File: src/rtl/draw_pkg.sv
//------------------------------------------------------------------------------
// Module   : draw_pkg
// Purpose  : Shared constants and types for the draw engine: screen geometry,
//            fixed region placements, colour codes, the command encoding and
//            the FSM state encoding.
// Revision : 1.0 - initial release
//------------------------------------------------------------------------------
`default_nettype none

package draw_pkg;

  // Clip limits, one bit wider than the coordinates so that origin + offset
  // can be compared without wrapping.
  localparam logic [8:0] SCREEN_W   = 9'd160;
  localparam logic [7:0] SCREEN_H   = 8'd120;

  // Full-screen region size in coordinate widths.
  localparam logic [7:0] FULL_W     = SCREEN_W[7:0];
  localparam logic [6:0] FULL_H     = SCREEN_H[6:0];

  // Fixed regions.
  localparam logic [7:0] SCORE_X    = 8'd8;
  localparam logic [6:0] SCORE_Y    = 7'd4;
  localparam logic [7:0] SCORE_W    = 8'd64;
  localparam logic [6:0] SCORE_H    = 7'd4;
  localparam logic [7:0] OSU_SIZE   = 8'd8;
  localparam logic [6:0] LINE_Y     = 7'd100;

  // Colours.
  localparam logic [2:0] COL_BLACK  = 3'b000;
  localparam logic [2:0] COL_BG     = 3'b001;
  localparam logic [2:0] COL_SCORE  = 3'b010;
  localparam logic [2:0] COL_OSU    = 3'b100;
  localparam logic [2:0] COL_LINE   = 3'b111;

  typedef enum logic [2:0] {
    CMD_BLACK = 3'd0,
    CMD_BG    = 3'd1,
    CMD_SCORE = 3'd2,
    CMD_OSU   = 3'd3,
    CMD_LINE  = 3'd4
  } cmd_e;

  typedef enum logic [1:0] {
    ST_IDLE  = 2'd0,
    ST_LOAD  = 2'd1,
    ST_SWEEP = 2'd2,
    ST_ACK   = 2'd3
  } state_e;

  // ld vector is {line, osu, score, BG, black}; lowest set bit wins.
  function automatic cmd_e pick_cmd(input logic [4:0] ld);
    cmd_e c;
    c = CMD_BLACK;
    if (ld[4]) c = CMD_LINE;
    if (ld[3]) c = CMD_OSU;
    if (ld[2]) c = CMD_SCORE;
    if (ld[1]) c = CMD_BG;
    if (ld[0]) c = CMD_BLACK;
    return c;
  endfunction

endpackage

`default_nettype wire

File: src/rtl/rect_sweeper.sv
//------------------------------------------------------------------------------
// Module   : rect_sweeper
// Purpose  : Raster-order offset counter for a w x h rectangle. cx advances
//            fastest; 'last' flags the final offset (w-1, h-1).
// Ports    : clk, resetn        clock, async active-low reset
//            load               clear cx/cy to 0 (wins over step)
//            step               advance one pixel
//            w [7:0], h [6:0]   rectangle size (both >= 1)
//            cx [7:0], cy [6:0] current offset
//            last               current offset is the final pixel
// Revision : 1.0 - initial release
//------------------------------------------------------------------------------
`default_nettype none

module rect_sweeper (
  input  logic       clk,
  input  logic       resetn,
  input  logic       load,
  input  logic       step,
  input  logic [7:0] w,
  input  logic [6:0] h,
  output logic [7:0] cx,
  output logic [6:0] cy,
  output logic       last
);

  logic w_row_end;
  logic w_col_end;

  assign w_row_end = (cx == w - 8'd1);
  assign w_col_end = (cy == h - 7'd1);
  assign last      = w_row_end && w_col_end;

  always_ff @(posedge clk or negedge resetn) begin
    if (!resetn) begin
      cx <= '0;
      cy <= '0;
    end else if (load) begin
      cx <= '0;
      cy <= '0;
    end else if (step) begin
      if (w_row_end) begin
        cx <= '0;
        cy <= w_col_end ? 7'd0 : cy + 7'd1;
      end else begin
        cx <= cx + 8'd1;
      end
    end
  end

endmodule

`default_nettype wire

File: src/rtl/draw_engine.sv
//------------------------------------------------------------------------------
// Module   : draw_engine
// Purpose  : Accepts a draw command from the game controller, rasterises the
//            matching rectangle one pixel per clock into the 160x120 VGA
//            adapter and returns the command's completion flag.
// Ports    : clk, resetn                     clock, async active-low reset
//            ld_black/ld_BG/ld_score/ld_osu/ld_line   draw commands
//            osu_x [7:0], osu_y [6:0]        sprite origin (latched at accept)
//            score [3:0]                     score value (latched at accept)
//            x [7:0], y [6:0], colour [2:0], plot   pixel write to VGA
//            cleared/draw/drewScore/drewOsu/drewLine completion flags
// Revision : 1.0 - initial release
//------------------------------------------------------------------------------
`default_nettype none

module draw_engine
  import draw_pkg::*;
(
  input  logic       clk,
  input  logic       resetn,
  input  logic       ld_black,
  input  logic       ld_BG,
  input  logic       ld_score,
  input  logic       ld_osu,
  input  logic       ld_line,
  input  logic [7:0] osu_x,
  input  logic [6:0] osu_y,
  input  logic [3:0] score,
  output logic [7:0] x,
  output logic [6:0] y,
  output logic [2:0] colour,
  output logic       plot,
  output logic       cleared,
  output logic       draw,
  output logic       drewScore,
  output logic       drewOsu,
  output logic       drewLine
);

  logic [4:0] w_ld;
  cmd_e       w_cmd_in;
  state_e     r_state, w_state_nxt;
  cmd_e       r_cmd;
  logic [7:0] r_x0, r_w;
  logic [6:0] r_y0, r_h;
  logic [3:0] r_score;
  logic       w_held, w_accept, w_emit;
  logic [7:0] w_cx;
  logic [6:0] w_cy;
  logic       w_last;
  logic [8:0] w_sx;
  logic [7:0] w_sy;
  logic       w_inside;
  logic [2:0] w_col;
  logic [4:0] r_flag;

  assign w_ld     = {ld_line, ld_osu, ld_score, ld_BG, ld_black};
  assign w_cmd_in = pick_cmd(w_ld);

  // The accepted command's own request line keeps the transaction alive.
  always_comb begin
    w_held = 1'b0;
    case (r_cmd)
      CMD_BLACK: w_held = ld_black;
      CMD_BG:    w_held = ld_BG;
      CMD_SCORE: w_held = ld_score;
      CMD_OSU:   w_held = ld_osu;
      CMD_LINE:  w_held = ld_line;
      default:   w_held = 1'b0;
    endcase
  end

  always_ff @(posedge clk or negedge resetn) begin
    if (!resetn) r_state <= ST_IDLE;
    else         r_state <= w_state_nxt;
  end

  // The counter is cleared on accept, so LOAD already presents offset (0,0)
  // and emits the first pixel into the output register; the pixel therefore
  // appears on the outputs two cycles after the command is seen.
  always_comb begin
    w_state_nxt = r_state;
    w_accept    = 1'b0;
    w_emit      = 1'b0;
    case (r_state)
      ST_IDLE: begin
        if (|w_ld) begin
          w_accept    = 1'b1;
          w_state_nxt = ST_LOAD;
        end
      end
      ST_LOAD, ST_SWEEP: begin
        if (!w_held) begin
          w_state_nxt = ST_IDLE;
        end else begin
          w_emit      = 1'b1;
          w_state_nxt = w_last ? ST_ACK : ST_SWEEP;
        end
      end
      ST_ACK: begin
        if (!w_held) w_state_nxt = ST_IDLE;
      end
      default: w_state_nxt = ST_IDLE;
    endcase
  end

  // Region and parameter latch, loaded only when a command is accepted.
  always_ff @(posedge clk or negedge resetn) begin
    if (!resetn) begin
      r_cmd   <= CMD_BLACK;
      r_x0    <= '0;
      r_y0    <= '0;
      r_w     <= '0;
      r_h     <= '0;
      r_score <= '0;
    end else if (w_accept) begin
      r_cmd   <= w_cmd_in;
      r_score <= score;
      case (w_cmd_in)
        CMD_SCORE: begin
          r_x0 <= SCORE_X;  r_y0 <= SCORE_Y;  r_w <= SCORE_W;  r_h <= SCORE_H;
        end
        CMD_OSU: begin
          r_x0 <= osu_x;    r_y0 <= osu_y;    r_w <= OSU_SIZE; r_h <= OSU_SIZE[6:0];
        end
        CMD_LINE: begin
          r_x0 <= 8'd0;     r_y0 <= LINE_Y;   r_w <= FULL_W;   r_h <= 7'd1;
        end
        default: begin
          r_x0 <= 8'd0;     r_y0 <= 7'd0;     r_w <= FULL_W;   r_h <= FULL_H;
        end
      endcase
    end
  end

  rect_sweeper u_sweeper (
    .clk    (clk),
    .resetn (resetn),
    .load   (w_accept),
    .step   (w_emit),
    .w      (r_w),
    .h      (r_h),
    .cx     (w_cx),
    .cy     (w_cy),
    .last   (w_last)
  );

  // Widened sums so an off-screen sprite cannot wrap back onto the screen.
  assign w_sx     = {1'b0, r_x0} + {1'b0, w_cx};
  assign w_sy     = {1'b0, r_y0} + {1'b0, w_cy};
  assign w_inside = (w_sx < SCREEN_W) && (w_sy < SCREEN_H);

  always_comb begin
    w_col = COL_BLACK;
    case (r_cmd)
      CMD_BLACK: w_col = COL_BLACK;
      CMD_BG:    w_col = COL_BG;
      CMD_SCORE: w_col = (w_cx < {2'b00, r_score, 2'b00}) ? COL_SCORE : COL_BLACK;
      CMD_OSU:   w_col = COL_OSU;
      CMD_LINE:  w_col = COL_LINE;
      default:   w_col = COL_BLACK;
    endcase
  end

  always_ff @(posedge clk or negedge resetn) begin
    if (!resetn) begin
      x      <= '0;
      y      <= '0;
      colour <= '0;
      plot   <= 1'b0;
    end else begin
      plot <= w_emit && w_inside;
      if (w_emit) begin
        x      <= w_sx[7:0];
        y      <= w_sy[6:0];
        colour <= w_col;
      end
    end
  end

  // Flag bit order matches the ld vector: {line, osu, score, BG, black}.
  always_ff @(posedge clk or negedge resetn) begin
    if (!resetn) begin
      r_flag <= '0;
    end else if (r_state == ST_ACK && w_held) begin
      r_flag <= 5'd1 << r_cmd;
    end else begin
      r_flag <= '0;
    end
  end

  assign {drewLine, drewOsu, drewScore, draw, cleared} = r_flag;

endmodule

`default_nettype wire

File: config.mk
export PLATFORM = sky130hd
export DESIGN_NAME = draw_engine
export DESIGN_NICKNAME = d
export VERILOG_FILES = /design/src/rtl/draw_pkg.sv /design/src/rtl/rect_sweeper.sv /design/src/rtl/draw_engine.sv
export SDC_FILE = /design/constraint.sdc
export NUM_CORES = 1
export LEC_CHECK = 0
export ABC_CLOCK_PERIOD_IN_PS = 4100
export BUFFER_PORTS_ARGS = -buffer_cell sky130_fd_sc_hd__buf_4
export CAP_MARGIN = 5
export CORE_MARGIN = 5
export CORE_UTILIZATION = 28
export DETAILED_ROUTE_END_ITERATION = 6
export HOLD_SLACK_MARGIN = 0.08
export PLACE_DENSITY = 0.44
export SYNTH_ARGS = -nofsm -noshare
export SYNTH_HDL_FRONTEND = slang
export SYNTH_HIERARCHICAL = 1
export SYNTH_SLANG_ARGS = --single-unit
File: constraint.sdc
create_clock -name clk -period 4.1 [get_ports clk]
set_clock_uncertainty 0.2 [all_clocks]
set_input_delay 0.205 -clock clk [delete_from_list [all_inputs] [get_ports clk]]
set_output_delay 0.205 -clock clk [all_outputs]
set_load 0.02 [all_outputs]
# [Yosys cells after proc, flatten, opt, wreduce, memory -nomap -nowiden]
# Index checks and enable logic that the tools add are counted.
[totals] out_inout_bits=24 reg_bits=78 inputBits=26 word_cells=79
[classes] n_addsub=6 eq_ne=14 n_mux=29 reduce_logical=12 n_shift=1 n_lt_le_gt_ge=3
[op_table] op="7-bit case mux with 3 select lines" n=2
[op_table] op="8-bit case mux with 2 select lines" n=2
[op_table] op="7-bit 2-to-1 mux" n=4
[op_table] op="8-bit 2-to-1 mux" n=3
[op_table] op="3-bit 2-to-1 mux" n=5
[op_table] op="3-bit by 2-bit equality test with 1-bit output, second input constant" n=4
[op_table] op="3-bit case mux with 4 select lines" n=1
[op_table] op="8-bit by 8-bit adder with 9-bit output" n=1
[op_table] op="9-bit by 8-bit < comparator with 1-bit output, second input constant" n=1
[op_table] op="7-bit by 7-bit adder with 8-bit output" n=1
[op_table] op="8-bit by 1-bit adder with 8-bit output, second input constant" n=1
[op_table] op="8-bit equality test" n=1
[op_table] op="8-bit by 6-bit < comparator with 1-bit output" n=1
[op_table] op="8-bit by 7-bit < comparator with 1-bit output, second input constant" n=1
[op_table] op="2-bit 2-to-1 mux" n=4
[op_table] op="8-bit by 1-bit subtractor with 8-bit output, second input constant" n=1
[op_table] op="7-bit by 1-bit adder with 7-bit output, second input constant" n=1
[op_table] op="7-bit equality test" n=1
[op_table] op="7-bit by 1-bit subtractor with 7-bit output, second input constant" n=1
[op_table] op="3-bit equality test, second input constant" n=2
[op_table] op="2-bit case mux with 3 select lines" n=1
[op_table] op="1-bit 2-to-1 mux" n=5
[op_table] op="5-bit 2-to-1 mux" n=1
[op_table] op="1-bit case mux with 5 select lines" n=1
[op_table] op="other kinds (12)" n=19

# [Logic depth before layout (Yosys ltp)]
[depth] ltp_word=7 mapped_depth=13 mapped_depth_nobuf=10

# [Cells and area by module]
# Netlist, hierarchy kept.
[modules_own_cells] module="draw_engine" area_per_inst_um2=2865.2 seq_area_each_um2=1376.3 n_inst=1 cells_per_inst=279
[modules_own_cells] module="rect_sweeper" area_per_inst_um2=1276.2 seq_area_each_um2=375.4 n_inst=1 cells_per_inst=146

# [Least setup slack after synthesis]
# OpenSTA, ideal clock, no wires.
[synth_timing] path_kind="reg-to-reg" start="register r_h[0]" end="register r_state[0]" t_arrival_ps=2346 slack_ps=1490 setup_time_ps=64 period_less_slack_ps=2610 path_buffers=0 required_time_ps=3836 path_stages_with_launch=9 cell_sequence="dfrtp_1 or4_1 or3_4 a2111oi_4 nand3_4 nor2_1 inv_1 o22ai_1 mux2_2"
[synth_via] elab_chain_cells=6
[synth_rtl] element="start, declared" line="draw_engine.sv:45" source="logic [6:0] r_y0, r_h;"
[synth_rtl] element="start signal, assigned" line="draw_engine.sv:114" source="r_h <= '0;"
[synth_rtl] element="start signal, assigned" line="draw_engine.sv:121" source="r_x0 <= SCORE_X; r_y0 <= SCORE_Y; r_w <= SCORE_W; r_h <= SCORE_H;"
[synth_rtl] element="start signal, assigned" line="draw_engine.sv:124" source="r_x0 <= osu_x; r_y0 <= osu_y; r_w <= OSU_SIZE; r_h <= OSU_SIZE[6:0];"
[synth_rtl] element="7-bit by 1-bit subtractor with 7-bit output" line="rect_sweeper.sv:31" source="assign w_col_end = (cy == h - 7'd1);"
[synth_rtl] element="7-bit equality test" line="rect_sweeper.sv:31"
[synth_rtl] element="1-bit logical AND" line="rect_sweeper.sv:32" source="assign last = w_row_end && w_col_end;"
[synth_rtl] element="named net w_last" line="draw_engine.sv:50" source="logic w_last;"
[synth_rtl] element="1-bit 2-to-1 mux" line="draw_engine.sv:97" source="w_state_nxt = w_last ? ST_ACK : ST_SWEEP;"
[synth_rtl] element="2-bit 2-to-1 mux" line="draw_engine.sv:93" source="if (!w_held) begin"
[synth_rtl] element="2-bit case mux with 3 select lines" line="draw_engine.sv:85" source="case (r_state)"
[synth_rtl] element="end signal, assigned" line="draw_engine.sv:75" source="else r_state <= w_state_nxt;"
[synth_rtl] element="end, declared" line="draw_engine.sv:42" source="state_e r_state, w_state_nxt;"
# The timed path passes the listed nets, and every way through them passes these cells.
# A chain may end at the register's enable or synchronous reset.

# [Final worst setup path]
# Same ends and word-level chain as after synthesis.

==> results by group <==
Global routing
  – First-pass GRT wire length: 18200 um
  – Initial antenna violation count: 0
  – Vias in the first global route: approximately 3500
  – Gr usage total: 0.129
  – Largest net degree at the start of global routing: 71
  – GRT overflow: 0

Layout
  – Ant diodes: 0
  – Area grow syn2layout: 29.7%
  – Most common cell after layout, fill and taps aside: dfrtp_1
  – Final nets: between 500 and 600
  – Layout cell share with drive strength beyond 1: 0.167
  – Fill count: approximately 1500
  – Commonest cells after routing, fill and taps aside: 70 x dfrtp_1, 52 x buf_4, 43 x nand2_1
  – Filler-free cell count of the finished design: just over 700

Worst hold path
  – Worst Hold Class: in2reg

Yosys
  – Avg Cell Area, Syn: roughly 9.7 um^2
  – #FFs+latches synth: 70
  – Synth cell types: slightly above 60
  – FFs w/ async S/R, synth: 1.00
  – Yosys top cell by area: dfrtp_1
  – Cells after synthesis: roughly 430
  – Synth top area share: 0.423
  – Cell area after synthesis: ~4100 um^2
  – Synthesis warning total: 6
  – Post-synth EDFFs: 0
  – Sequential area share after synthesis: 0.423
  – Area contributors post-synth: dfrtp_1 42%, ha_1 7.6%, o21ai_0 4.6%
  – Most used DFF post-synth: dfrtp_1

Placement
  – Dpl cells: about 670
  – IO buf count: between 40 and 50
  – Routability-driven placement congestion ratio: approximately 0.8
  – Post-DP HPWL: 8010 um
  – Dpl ws: approximately 1.3 ns

Power
  – Worst VDD drop: between 0.0002 and 0.0003 V
  – Power Density: ~530 nW/um^2
  – Leakage power: 2.44 nW

Floorplan
  – Cell Rows: 44
  – Die ar.: roughly 17000 um^2
  – Die Y: about 130 um
  – I/O pin cnt: 50
  – Starting density of the core: 0.285
  – Die width: between 100 and 150 um
  – Core area: ~15000 um^2

Critical path
  – Critical-path maximum fanout: 8
  – Worst R2R Setup Slack: around 1.3 ns
  – Worst setup SP type: flip-flop
  – R2R depth: 8
  – Worst setup EP type: flip-flop
  – Required time of the critical path: roughly 4.2 ns
  – Critical path type: reg2reg
  – CP Capture Point: r_state[0]
  – Crit path from: r_h[0]
  – Reg2reg end: r_state[0]
  – Critical path arrival: 2.90 ns
  – Critical R2R Launch: r_h[0]

Clock tree
  – Maximum clock path buffer count: 2
  – Total clock buffers created by CTS: 9
  – H-Tree Depth: 3
  – CTS tree: built
  – Worst-path clk slew: 0.06 ns
  – Root Buffer: clkbuf_16
  – Postcts setup bufs: 0
  – Clk_lat worst skew: 0.33 ns
  – Cts hold-fix bufs: 27
  – Sink Count: 70
  – Post-cts resize count: 0

STA
  – Final setup fails: 0
  – RSZ-0062 raised after global routing: no
  – Final period util: 0.691
  – Slew HR: 0.385
  – Final WS setup: between 1 and 1.5 ns
  – Setup tns final: 0 ns
  – Maximum achievable frequency: approximately 350 MHz
  – Pin slew with the least headroom to its limit: about 0.92 ns
  – Slew Viols, Final: 0
  – Final hold vios: 0
  – Fin crit period: between 2 and 3 ns

Route
  – DRC: 0
  – WL/cell: about 16 um
  – Antenna Nets Post-Route: 0
  – First-pass DRT Iterations: 4
  – Via count: around 3400
  – Iteration-0 DRC Markers: 120
  – WL final: between 10000 and 15000 um
  – Avg Vias per Cell: about 4.8

Job
  – MaxCap Viol Count: 0

Run status
  – Run status: finished, final reports clean
[worst max-delay path, stage by stage (launching register included)]
cell	delay, ns
dfrtp_1	0.42
or4_1	0.55
or3_4	0.35
a2111oi_4	0.55
nand3_4	0.20
nor2_1	0.15
inv_1	0.07
o22ai_1	0.11
mux2_2	0.17
[power breakdown]
group | switching (mW) | leakage (nW) | internal (mW)
Clock | 0.301 | 0.155 | 0.538
Combinational | 0.595 | 1.34 | 0.413
Sequential | 0.156 | 0.944 | 0.848
Total | 1.05 | 2.44 | 1.80
[cell type report]
| cell class | count | area [um^2] | share of cell area |
|---|---|---|---|
| clock inverter | 2 | 37.5 | 0.00699 |
| multi-input combinational | 337 | 2310 | 0.430 |
| tap | 184 | 230 | 0.0429 |
| sequential | 70 | 1750 | 0.326 |
| timing repair buffer | 79 | 661 | 0.123 |
| clock buffer | 14 | 284 | 0.0529 |
| inverter | 26 | 97.6 | 0.0182 |
[stage by stage]
step / power (mW) / util / area (um^2) / hold WS, ns
finish: 2.85 / 0.369 / 5370 / 0.0930
floorplan: 1.68 / - / 4220 / -0.291
global route: 3.04 / 0.369 / 5370 / 0.123
global placement: 2.00 / 0.329 / 4780 / 0.199
CTS: 2.88 / 0.369 / 5370 / 0.0917
detailed placement: 2.01 / 0.329 / 4780 / 0.211
[synthesized netlist by cell type, types with 4 or more instances]
library cell,count
nand2_1,43
dfrtp_1,70
and3_1,6
a22o_1,12
o21bai_1,4
clkbuf_1,6
nand3_1,11
xnor2_1,20
o21ai_0,38
buf_2,5
nor2_1,23
xor2_1,13
mux2_2,8
ha_1,25
nand2b_1,8
nor3_1,8
a31oi_1,7
inv_1,25
nand4b_1,7
a21oi_1,22
[layer usage]
layer / global-route usage / vias up / share of wire
li1: - / 1708 / -
met1: 0.173 / 1636 / 0.49
met2: 0.209 / 70 / 0.47
met3: 0.0287 / 12 / 0.033
met4: 0.0394 / 0 / 0.015
met5: 0 / - / 0
[flip-flops by register name, summed over array words and instances, names as in the netlist]
name / cells
r_cmd: 3
u_sweeper/cy: 7
y: 7
r_y0: 7
plot: 1
r_h: 4
r_flag: 5
u_sweeper/cx: 8
r_state: 2
x: 8
colour: 3
r_score: 4
r_x0: 8
r_w: 3
[worst min path at each step]
stage          slack [ns]     start  cells after the start         end
2_1_floorplan       -0.29    resetn                      0   colour[0]
3_3_place_gp         0.20    resetn                      1        x[1]
3_5_place_dp         0.21  score[0]                      3  r_score[0]
4_1_cts              0.09  ld_score                      3      r_h[2]
5_1_grt              0.12  ld_score                      4      r_h[0]
6_report             0.09  ld_score                      4      r_h[0]
[cell families after synthesis]
group                    synth area share
AO/OA/AOI/OAI                       0.187
XOR/XNOR                           0.0698
adder cells (fa/ha/maj)            0.0852
buffers and inverters              0.0387
flip-flops                          0.423
multiplexers                       0.0296
other                            0.000905
AND/OR/NAND/NOR                     0.166
Note: power is estimated with default switching activity, not from simulation.
